File: src/rtl/fp_pkg.sv
// Shared types and constants for the FP16 write-back path: the queued result
// entry, its destination kind, and the bit positions of the sticky flags.
package fp_pkg;

   typedef enum logic {
      VECTOR = 1'b0,
      SCALAR = 1'b1
   } fp_wb_kind_e;

   typedef struct packed {
      fp_wb_kind_e kind;
      logic [4:0]  rd;
      logic [15:0] data16;
      logic [31:0] data32;
   } fp_wb_entry_t;

   localparam int FFLAG_OF   = 0;
   localparam int FFLAG_NV   = 1;
   localparam int FFLAG_DROP = 2;

   localparam int FP_WB_DEFAULT_DEPTH = 4;

endpackage

File: src/rtl/fp_wb_fifo.sv
// Circular result queue for the write-back buffer. The caller decides when a
// push or pop is accepted; this block only stores entries and tracks occupancy.
module fp_wb_fifo
   import fp_pkg::*;
#(
   parameter int  DEPTH   = FP_WB_DEFAULT_DEPTH,
   parameter type entry_t = fp_wb_entry_t
) (
   input  logic                       clk,
   input  logic                       rst,
   input  logic                       push,
   input  entry_t                     pushData,
   input  logic                       pop,
   output entry_t                     headData,
   output logic [$clog2(DEPTH):0]     count,
   output logic                       empty,
   output logic                       full
);

   localparam int PW = $clog2(DEPTH);
   localparam int CW = PW + 1;

   logic [PW-1:0] wrPtr;
   logic [PW-1:0] rdPtr;
   entry_t        mem [DEPTH];

   // Pointers wrap naturally because DEPTH is a power of two. Occupancy is
   // kept as an explicit counter so full and empty never alias when the
   // pointers are equal.
   always_ff @(posedge clk or posedge rst) begin
      if (rst) begin
         wrPtr <= '0;
         rdPtr <= '0;
         count <= '0;
      end else begin
         if (push) begin
            wrPtr <= wrPtr + 1'b1;
         end
         if (pop) begin
            rdPtr <= rdPtr + 1'b1;
         end
         if (push && !pop) begin
            count <= count + 1'b1;
         end else if (pop && !push) begin
            count <= count - 1'b1;
         end
      end
   end

   // Storage needs no reset: entries are only ever visible through the head
   // while count says they are live, and reset clears count.
   always_ff @(posedge clk) begin
      if (push) begin
         mem[wrPtr] <= pushData;
      end
   end

   // The head is a plain read of the oldest slot, so a write made this cycle
   // cannot reach the outputs before the next cycle.
   always_comb begin
      headData = mem[rdPtr];
      empty    = (count == '0);
      full     = (count == CW'(DEPTH));
   end

endmodule

File: src/rtl/fp_wb_buffer.sv
// Write-back buffer between the 1-cycle FP16 ALU and the vector/scalar
// register files: queues results in order, routes each to one RF, keeps flags.
module fp_wb_buffer
   import fp_pkg::*;
#(
   parameter int DEPTH = FP_WB_DEFAULT_DEPTH
) (
   input  logic                   clk,
   input  logic                   rst,
   input  logic                   in_valid,
   input  logic [4:0]             in_rd,
   input  logic [15:0]            in_data,
   input  logic                   in_scalar_valid,
   input  logic [31:0]            in_scalar_data,
   input  logic                   in_err_overflow,
   input  logic                   in_err_invalid,
   output logic                   issue_ready,
   output logic                   vrf_wr_valid,
   output logic [4:0]             vrf_wr_rd,
   output logic [15:0]            vrf_wr_data,
   input  logic                   vrf_wr_ready,
   output logic                   srf_wr_valid,
   output logic [4:0]             srf_wr_rd,
   output logic [31:0]            srf_wr_data,
   input  logic                   srf_wr_ready,
   input  logic                   flags_clr,
   output logic [2:0]             fflags,
   output logic [$clog2(DEPTH):0] count
);

   localparam int CW = $clog2(DEPTH) + 1;
   localparam logic [CW:0] ISSUE_LIMIT = (CW + 1)'(DEPTH - 1);

   fp_wb_entry_t newEntry;
   fp_wb_entry_t headEntry;
   logic         fifoEmpty;
   logic         fifoFull;
   logic [CW-1:0] fifoCount;
   logic         pushOk;
   logic         popOk;
   logic [2:0]   flagSet;
   logic [CW:0]  demand;

   fp_wb_fifo #(
      .DEPTH   (DEPTH),
      .entry_t (fp_wb_entry_t)
   ) resultQueue (
      .clk      (clk),
      .rst      (rst),
      .push     (pushOk),
      .pushData (newEntry),
      .pop      (popOk),
      .headData (headEntry),
      .count    (fifoCount),
      .empty    (fifoEmpty),
      .full     (fifoFull)
   );

   // Route the head to exactly one register file based on its kind. With an
   // empty queue (including during reset, since count clears asynchronously)
   // both requests and their payloads are held at zero.
   always_comb begin
      vrf_wr_valid = 1'b0;
      vrf_wr_rd    = '0;
      vrf_wr_data  = '0;
      srf_wr_valid = 1'b0;
      srf_wr_rd    = '0;
      srf_wr_data  = '0;
      if (!fifoEmpty) begin
         if (headEntry.kind == SCALAR) begin
            srf_wr_valid = 1'b1;
            srf_wr_rd    = headEntry.rd;
            srf_wr_data  = headEntry.data32;
         end else begin
            vrf_wr_valid = 1'b1;
            vrf_wr_rd    = headEntry.rd;
            vrf_wr_data  = headEntry.data16;
         end
      end
   end

   // Accept a result whenever there is room, or when the head leaves in the
   // same cycle so a full queue can still stream. Error flags only count for
   // results that actually enter the queue; a result that finds no room is
   // recorded as a drop instead.
   always_comb begin
      newEntry.kind   = in_scalar_valid ? SCALAR : VECTOR;
      newEntry.rd     = in_rd;
      newEntry.data16 = in_data;
      newEntry.data32 = in_scalar_data;
      popOk  = (vrf_wr_valid && vrf_wr_ready) || (srf_wr_valid && srf_wr_ready);
      pushOk = in_valid && (!fifoFull || popOk);
      flagSet             = '0;
      flagSet[FFLAG_OF]   = pushOk && in_err_overflow;
      flagSet[FFLAG_NV]   = pushOk && in_err_invalid;
      flagSet[FFLAG_DROP] = in_valid && !pushOk;
   end

   // The ALU has one result in flight, so issuing is only safe while the
   // queue plus that pending result still leaves one free slot.
   always_comb begin
      demand      = {1'b0, fifoCount} + {{CW{1'b0}}, in_valid};
      issue_ready = !rst && (demand <= ISSUE_LIMIT);
      count       = fifoCount;
   end

   // Sticky flags: a clear pulse zeroes them, but any flag being set in the
   // same cycle survives the clear.
   always_ff @(posedge clk or posedge rst) begin
      if (rst) begin
         fflags <= '0;
      end else begin
         fflags <= (flags_clr ? 3'b000 : fflags) | flagSet;
      end
   end

endmodule

File: config.mk
export PLATFORM = sky130hd
export DESIGN_NAME = fp_wb_buffer
export DESIGN_NICKNAME = d
export VERILOG_FILES = /design/src/rtl/fp_pkg.sv /design/src/rtl/fp_wb_fifo.sv /design/src/rtl/fp_wb_buffer.sv
export SDC_FILE = /design/constraint.sdc
export NUM_CORES = 1
export LEC_CHECK = 0
export CAP_MARGIN = 20
export CORE_ASPECT_RATIO = 0.8
export CORE_MARGIN = 5
export CORE_UTILIZATION = 58
export CTS_CLUSTER_DIAMETER = 120
export DETAILED_ROUTE_END_ITERATION = 8
export PLACE_DENSITY_LB_ADDON = 0.08
export SKIP_LAST_GASP = 1
export SLEW_MARGIN = 20
export SYNTH_ARGS = -nofsm -noshare
export SYNTH_HDL_FRONTEND = slang
export SYNTH_SLANG_ARGS = --single-unit
export TNS_END_PERCENT = 30
File: constraint.sdc
create_clock -name clk -period 9.57 [get_ports clk]
set_input_delay 1.914 -clock clk [delete_from_list [all_inputs] [get_ports clk]]
set_output_delay 1.914 -clock clk [all_outputs]
set_load 0.01 [all_outputs]
==> flow_summary.yaml, run 1 <==
drt:
  drt_pre_antenna_iters: 4
  via_count: 4324
  drt_iter0_markers: 245
  vias_per_cell: 5.84
  wl_per_cell_microns: 22.4
  routed_wl_microns: 16600
  remaining_drc_errors: 0
  antenna_left: 0
placed_design:
  globalplace.congestion: 0.705
  numPortBuffers: 128
  hpwl_microns: 9710
  dp.cells: 701
worst_setup_path:
  critPathCaptureType: "primary output"
  worstPathArrival_ps: 3600
  worst_setup_path_start_kind: "flip-flop"
  cp.required_ps: 7660
  crit_fanout: 40
  r2r_cells: 5
  r2r-start: "resultQueue.rdPtr[0]"
  r2r-end: "resultQueue.mem[2][29]"
  ff2ff_setup_slack_ps: 5810
  worst-setup-path-type: "reg2out"
layout:
  layout.cells.most_common: "edfxtp_1"
  drive_gt1_share_pct: 18.7
  layout_common_cells: "216 x edfxtp_1, 128 x clkdlybuf4s50_1, 54 x mux4_2"
  layout.nets: 604
  fin_cells: 740
  fillCellCount: 880
  area_growth_syn_to_layout_pct: 25.2
  antennaDiodeCount: 0
global_route:
  grt_pass1_vias: 4593
  grt_max_degree: 55
  grt_use_total_pct: 19.0
  antenna_found_initial: 0
  grt_pass1_wl_microns: 25900
  grt_overflow: 0
clock_network:
  clock_latency_ps: 490
  numCtsBuffers: 22
  clock-root-buffer: "clkbuf_16"
  hold_buffers: 0
  cts_setup_buffers: 0
  clk_pin_slew_ps: 60
  h-tree-depth: 1
  cts_resized: 0
  cts.sinks: 226
  cts_tree: "built"
  cts_buffer_depth: 3
worst_hold_path:
  hold_path_class: "reg2reg"
  hold_path_end: "fflags[2]"
  min_path_cells: 1
  min_from: "fflags[2]"
sta:
  tightest_slew_ps: 926
  timing.final.max_slew_violations: 0
  worst_clock_skew_ps: 9.94
  final.period_utilization_pct: 57.6
  max_freq_mhz: 181
  min_period_ps: 5510
  hold_viol: 0
  setup_viol: 0
  relSlewSlack_pct: 38.2
  tns_ps: 0
  rsz0062_at_grt: "false"
synthesis:
  synth-simple-area-share_pct: 4.90
  yosys_register_bits: 226
  synthesis.nets: 468
  yosys_warnings: 0
  synth_area_per_cell_sq_um: 21.8
  synth_compound_area_share_pct: 0.488
  synthAdderAreaFrac_pct: 0.947
  synth_top_family_by_area: "multiplexers"
  mappedNetlistArea_sq_um: 8720
  synth_cell_type_count: 23
  synthMuxAreaShare_pct: 14.4
  synth_xor_area_share_pct: 0.602
  synth_cells: 400
  synth_seq_area_share_pct: 77.2
die:
  ios: 129
  dieArea_sq_um: 17600
  die_h_microns: 120
  die_x_microns: 147
  start_util_pct: 58.7
  core_sq_um: 14900
  row_count: 40
flow_run:
  max_cap_viol_count: 0
power_and_ir_drop:
  p_per_area_nw_per_um2: 323
  irDropWorstVdd_mv: 0.208
  leakage_nw: 3.72
status:
  status: "completed"
[per-layer routing]
layer | GRT usage (%) | vias to the layer above | routed length [microns]
met5 | 0 | - | 0
met3 | 3.85 | 17 | 1070
li1 | - | 1897 | -
met4 | 3.55 | 0 | 212
met2 | 32.2 | 148 | 8400
met1 | 26.4 | 2262 | 6890
[sequential cells by signal, summed over array words and instances (netlist names)]
| register | count |
|---|---|
| resultQueue.mem | 216 |
| fflags | 3 |
| resultQueue.count | 3 |
| resultQueue.rdPtr | 2 |
| resultQueue.wrPtr | 2 |
[kinds of logic after synthesis]
logic type	count (synthesis)
buffers and inverters	29
XOR/XNOR	6
AO/OA/AOI/OAI	5
multiplexers	57
flip-flops	226
adder cells (fa/ha/maj)	6
AND/OR/NAND/NOR	71
[critical path, cell delays in order, from the launching register on]
cell	delay, ps
dfrtp_4	570
mux4_2	900
nor2b_2	820
and2_1	260
clkdlybuf4s50_1	550
[worst max path at each step]
| stage | depth (start not counted) | from | endpoint |
|---|---|---|---|
| 6_report | 4 | resultQueue.rdPtr[0] | vrf_wr_rd[3] |
| 5_1_grt | 4 | resultQueue.rdPtr[0] | vrf_wr_data[7] |
| 4_1_cts | 4 | resultQueue.rdPtr[0] | vrf_wr_rd[3] |
| 3_5_place_dp | 3 | in_valid | issue_ready |
| 3_3_place_gp | 3 | in_valid | issue_ready |
| 2_1_floorplan | 1 | in_valid | issue_ready |
[cell usage after synthesis]
cell type / number / area (sq um)
o21a_1: 1 / 7.51
buf_6: 1 / 11.3
xnor2_1: 4 / 35.0
clkbuf_1: 15 / 56.3
dfrtp_1: 10 / 250
edfxtp_1: 216 / 6490
nor2b_1: 1 / 6.26
nand3_1: 1 / 5.00
a22o_1: 3 / 26.3
or3_1: 1 / 6.26
mux2_4: 2 / 30.0
a311oi_1: 1 / 8.76
and2_1: 25 / 156
inv_1: 6 / 22.5
mux4_2: 54 / 1220
ha_1: 5 / 62.6
mux2_2: 1 / 11.3
nor2_1: 3 / 11.3
nand2_1: 3 / 11.3
xor2_1: 2 / 17.5
and3_1: 37 / 231
buf_2: 7 / 35.0
fa_1: 1 / 20.0
[stage by stage]
stage	power (W)	util, %	hold slack [ps]	setup slack (ps)	cell area [sq um]
after floorplan	0.00213	-	535	5350	8720
after global placement	0.00270	68.7	489	4440	10200
after detailed placement	0.00273	68.7	502	4410	10200
after CTS	0.00358	73.5	520	3910	10900
after global routing	0.00371	73.5	536	3850	10900
final	0.00353	73.5	523	4060	10900
[power breakdown]
| part | switching (W) | internal [W] |
|---|---|---|
| sequential | 0.0000682 | 0.00131 |
| combinational | 0.000607 | 0.000697 |
| clock | 0.000339 | 0.000508 |
| total | 0.00102 | 0.00252 |
[layout make-up]
type                    count  area (sq um)  share of cell area, %
clock buffers              30           622                   5.69
inverters                   6          22.5                  0.206
clock inverters             9          97.6                  0.893
multi-input cells         145          1870                   17.1
repair buffers            135          1330                   12.2
well taps                 189           236                   2.16
flip-flops and latches    226          6740                   61.7
(Power assumes the default switching activity.)
==> run 2, diff against run 1 <==
--- a/config.mk
+++ b/config.mk
@@ -8,7 +8,7 @@
 export CAP_MARGIN = 20
 export CORE_ASPECT_RATIO = 0.8
 export CORE_MARGIN = 5
-export CORE_UTILIZATION = 58
+export CORE_UTILIZATION = 54
 export CTS_CLUSTER_DIAMETER = 120
 export DETAILED_ROUTE_END_ITERATION = 8
 export PLACE_DENSITY_LB_ADDON = 0.08
==> constraint.sdc (replaced) <==
create_clock -name clk -period 5.7 [get_ports clk]
set_input_delay 1.14 -clock clk [delete_from_list [all_inputs] [get_ports clk]]
set_output_delay 1.14 -clock clk [all_outputs]
set_load 0.01 [all_outputs]
==> run 2 against run 1 <==
Clock power grew 57%. Non-clock buffer count grew 2. Via count shrank 0.19%. Sequential power grew 66%. Count of clock-buffer cells in the layout grew 1. First-iteration DRC count grew 20%. Critical path depth is the same. Global-route usage shrank 1.0 points. Critical path type unchanged. Critical endpoint is now vrf_wr_data[13].
==> flow_summary.yaml, run 2 (same netlist as run 1, synthesis figures left out) <==
placed_design:
  dpl_cell_area_sq_um: 10300
  globalplace.congestion: 0.696
  hpwl_microns: 10000
  numPortBuffers: 128
  dp.cells: 729
layout:
  largest_register: "resultQueue.mem"
  top_regs: "resultQueue.mem: 216 flops, fflags: 3 flops, resultQueue.count: 3 flops"
  drive_gt1_share_pct: 18.6
  layout_common_cells: "216 x edfxtp_1, 128 x clkdlybuf4s50_1, 54 x mux4_2"
  area_growth_syn_to_layout_pct: 25.3
  fin_cells: 769
  layout.cells.most_common: "edfxtp_1"
  largest_reg_flops: 216
  antennaDiodeCount: 0
  fillCellCount: 1075
  layout.nets: 606
  finalInstanceArea_sq_um: 10900
sta:
  setup_viol: 0
  worst_clock_skew_ps: 10.0
  rsz0062_at_grt: "false"
  hold_viol: 0
  relSlewSlack_pct: 30.5
  timing.final.max_slew_violations: 0
  hold_ws_ps: 518
  final.period_utilization_pct: 79.1
  max_freq_mhz: 222
  min_period_ps: 4510
  tightest_slew_ps: 1040
  tns_ps: 0
die:
  core_sq_um: 15800
  dieArea_sq_um: 18800
  ios: 129
  row_count: 41
  die_h_microns: 124
  die_x_microns: 152
  start_util_pct: 55.2
flow_run:
  max_cap_viol_count: 0
drt:
  antenna_left: 0
  via_count: 4316
  drt_pre_antenna_iters: 4
  remaining_drc_errors: 0
  vias_per_cell: 5.61
  routed_wl_microns: 16900
  wl_per_cell_microns: 21.9
  drt_iter0_markers: 295
worst_setup_path:
  critPathCaptureType: "primary output"
  crit_fanout: 40
  worstPathArrival_ps: 3370
  worst-setup-path-type: "reg2out"
  worst_setup_path_start_kind: "flip-flop"
  cp.required_ps: 4560
clock_network:
  cts_tree: "built"
  hold_buffers: 0
  cts.sinks: 226
  cts_resized: 0
  clk_pin_slew_ps: 60
  h-tree-depth: 1
  numCtsBuffers: 22
  cts_setup_buffers: 0
  clock-root-buffer: "clkbuf_16"
  clock_latency_ps: 490
  cts_buffer_depth: 3
global_route:
  grt_pass1_vias: 4674
  grt_use_total_pct: 18.0
  grt_pass1_wl_microns: 26200
  grt_max_degree: 56
  grt_overflow: 0
  antenna_found_initial: 0
power_and_ir_drop:
  p_per_area_nw_per_um2: 534
  leakage_nw: 3.71
  total_power_w: 0.00584
  irDropWorstVdd_mv: 0.321
status:
  status: "completed"
worst_hold_path:
  hold_path_class: "reg2reg"
[run 2: routing by layer]
| layer | track usage, % | routed length [microns] | part of all wire (%) | up-vias |
|---|---|---|---|---|
| li1 | - | - | - | 1909 |
| met1 | 24.9 | 7350 | 44 | 2258 |
| met2 | 30.7 | 8470 | 50 | 136 |
| met3 | 3.61 | 877 | 5.2 | 13 |
| met4 | 3.71 | 169 | 1.0 | 0 |
| met5 | 0 | 0 | 0 | - |
[run 2: cell type report]
type                       instances  area (sq um)  area share, %
sequential                       226          6740           61.7
timing repair buffer             137          1350           12.4
tap                              215           269           2.46
clock buffer                      31           626           5.72
clock inverter                     9          48.8          0.446
inverter                           6          22.5          0.206
multi-input combinational        145          1870           17.1
[run 2: power breakdown]
group,internal (W),leakage [nW],switching (W)
sequential,0.00220,2.10,0.0000906
clock,0.000766,0.323,0.000563
combinational,0.00118,1.29,0.00104
[run 2: final timing paths]
path / startpoint / endpoint / slack, ps / cells after the start
max reg2reg: resultQueue.rdPtr[0] / resultQueue.mem[1][1] / 2080 / 5
max in group asynchronous: rst / resultQueue.rdPtr[0] / 4420 / 2
max: resultQueue.rdPtr[0] / vrf_wr_data[13] / 1190 / 4
min reg2reg: fflags[2] / fflags[2] / 520 / 1
min in group asynchronous: rst / fflags[2] / 970 / 2
min: fflags[2] / fflags[2] / 520 / 1
[run 2: through the flow]
step	utilization, %	setup WS, ps
2_1_floorplan	-	2450
3_3_place_gp	64.9	1680
3_5_place_dp	64.9	1590
4_1_cts	69.2	1060
5_1_grt	69.2	957
6_report	69.2	1190
[run 2: critical path: stages, from the launching register on]
cell and delay, ps:
dfrtp_4 420, mux4_2 860, nor2b_2 800, and2_1 240
clkdlybuf4s50_1 540
==> run 3, diff against run 2 <==
--- a/config.mk
+++ b/config.mk
@@ -8,7 +8,7 @@
 export CAP_MARGIN = 20
 export CORE_ASPECT_RATIO = 0.8
 export CORE_MARGIN = 5
-export CORE_UTILIZATION = 54
+export CORE_UTILIZATION = 49
 export CTS_CLUSTER_DIAMETER = 120
 export DETAILED_ROUTE_END_ITERATION = 8
 export PLACE_DENSITY_LB_ADDON = 0.08
==> constraint.sdc (replaced) <==
create_clock -name clk -period 3.75 [get_ports clk]
set_input_delay 0.75 -clock clk [delete_from_list [all_inputs] [get_ports clk]]
set_output_delay 0.75 -clock clk [all_outputs]
set_load 0.01 [all_outputs]
==> run 3 against run 2 <==
Non-clock buffer count is 6 higher. Via count is 1.6% lower. Wire length down 1.4%. Utilization decreased by 5.4 points. Worst hold slack lost 0.58 ps. Cell count up 2.1%. Worst setup slack lost 890 ps. Total power is 57% higher. Register-to-register slack lost 1200 ps. Sequential cell count did not move. Critical path depth grew 1. Clock skew decreased by 5.2 ps. Highest routed layer unchanged.
==> flow_summary.yaml, run 3 (same netlist as run 1, synthesis figures left out) <==
global_route:
  grt_pass1_wl_microns: 26000
  gr-usage-met3_pct: 3.78
  gr-usage-met1_pct: 21.7
  grt_pass1_vias: 4637
  antenna_found_initial: 0
  top_usage_layer: "met2"
  grt_overflow: 0
  grt_max_degree: 55
  grt_use_total_pct: 16.2
  met2_usage_pct: 28.1
clock_network:
  clock_latency_ps: 490
  cts_setup_buffers: 0
  hold_buffers: 0
  cts.sinks: 226
  clk_pin_slew_ps: 60
  clock-root-buffer: "clkbuf_16"
  h-tree-depth: 1
  cts_tree: "built"
  cts_buffer_depth: 3
  numCtsBuffers: 22
  cts_resized: 0
layout:
  layout.nets: 612
  fin_cells: 785
  layout_common_cells: "216 x edfxtp_1, 128 x clkdlybuf4s50_1, 54 x mux4_2"
  final_util_pct: 63.7
  largest_register: "resultQueue.mem"
  drive_gt1_share_pct: 20.2
  layout.cells.most_common: "edfxtp_1"
  area_growth_syn_to_layout_pct: 27.3
  finalInstanceArea_sq_um: 11100
  top_regs: "resultQueue.mem: 216 flops, fflags: 3 flops, resultQueue.count: 3 flops"
  largest_reg_flops: 216
  antennaDiodeCount: 0
sta:
  relSlewSlack_pct: 64.5
  tns_ps: 0
  setup_viol: 0
  worst_clock_skew_ps: 4.87
  timing.final.max_slew_violations: 0
  hold_viol: 0
  max_freq_mhz: 290
  tightest_slew_ps: 533
  min_period_ps: 3450
  rsz0062_at_grt: "false"
  final.period_utilization_pct: 92.0
worst_setup_path:
  worst_setup_path_start_kind: "flip-flop"
  cp.required_ps: 3000
  crit_fanout: 21
  r2r_cells: 9
  worstPathArrival_ps: 2700
  worst-setup-path-type: "reg2out"
  critPathCaptureType: "primary output"
die:
  start_util_pct: 50.1
  die_x_microns: 159
  dieArea_sq_um: 20600
  die_h_microns: 129
  ios: 129
  core_sq_um: 17400
  row_count: 43
placed_design:
  globalplace.congestion: 0.709
  hpwl_microns: 10100
  numPortBuffers: 128
  dp.cells: 745
  dpl_cell_area_sq_um: 10300
drt:
  via_count: 4248
  wl_per_cell_microns: 21.2
  drt_pre_antenna_iters: 4
  routed_wl_microns: 16600
  antenna_left: 0
  remaining_drc_errors: 0
  drt_iter0_markers: 167
  vias_per_cell: 5.41
worst_hold_path:
  min_path_cells: 1
  hold_path_class: "reg2reg"
power_and_ir_drop:
  cellInternalPower_w: 0.00659
  p_sw_w: 0.00259
  irDropWorstVdd_mv: 0.492
  pwr-share-clk_pct: 24.5
  sequentialPowerShare_pct: 37.9
  total_power_w: 0.00918
  leakage_nw: 3.81
  p_sw_share_pct: 28.2
  pwr-share-comb_pct: 37.6
  p_per_area_nw_per_um2: 826
flow_run:
  max_cap_viol_count: 0
status:
  status: "completed"
[run 3: cell types whose count changed in the layout (fill, tap and decap cells not counted), sizes merged]
cell	before	now
buf	9	15
bufinv	0	3
clkinvlp	2	0
clkinv	7	6
[run 3: cell type report]
class,instances,area [sq um]
fill,1229,6320
clock buffer,31,646
clock inverter,9,118
multi-input combinational,145,1870
timing repair buffer,143,1430
sequential,226,6740
tap,225,282
inverter,6,22.5
[run 3: worst paths after layout]
check,start,endpoint,slack (ps)
hold / removal,fflags[0],fflags[0],520
hold reg to reg,fflags[0],fflags[0],520
setup / recovery,resultQueue.count[0],vrf_wr_rd[0],300
min in group asynchronous,rst,fflags[2],570
max in group asynchronous,rst,resultQueue.rdPtr[0],2860
setup reg to reg,resultQueue.rdPtr[0],resultQueue.count[2],900
[run 3: per-stage QoR]
| stage | worst slack (ps) | hold WS [ps] |
|---|---|---|
| final | 298 | 518 |
| after global routing | 124 | 528 |
| after CTS | 243 | 517 |
| after detailed placement | 772 | 491 |
| after global placement | 792 | 494 |
| after floorplan | 668 | 535 |
[run 3: power by group through the flow]
stage	sequential [W]	clock (W)	combinational, W
global placement	0.00350	0	0.00352
finish	0.00348	0.00225	0.00345
global route	0.00352	0.00242	0.00374
detailed placement	0.00353	0	0.00352
CTS	0.00349	0.00231	0.00355
floorplan	0.00351	0	0.00193
[run 3: worst max-delay path: stages (launching register included)]
cell and delay (ps):
dfrtp_1 450, or3_1 640, nor2b_2 270, buf_4 200, and2_1 180, clkdlybuf4s50_1 470
[run 3: metal layers]
metal	up-vias	share of wire, %
met2	123	50
met4	0	1.4
met1	2182	43
li1	1920	-
met5	-	0
met3	23	6.1
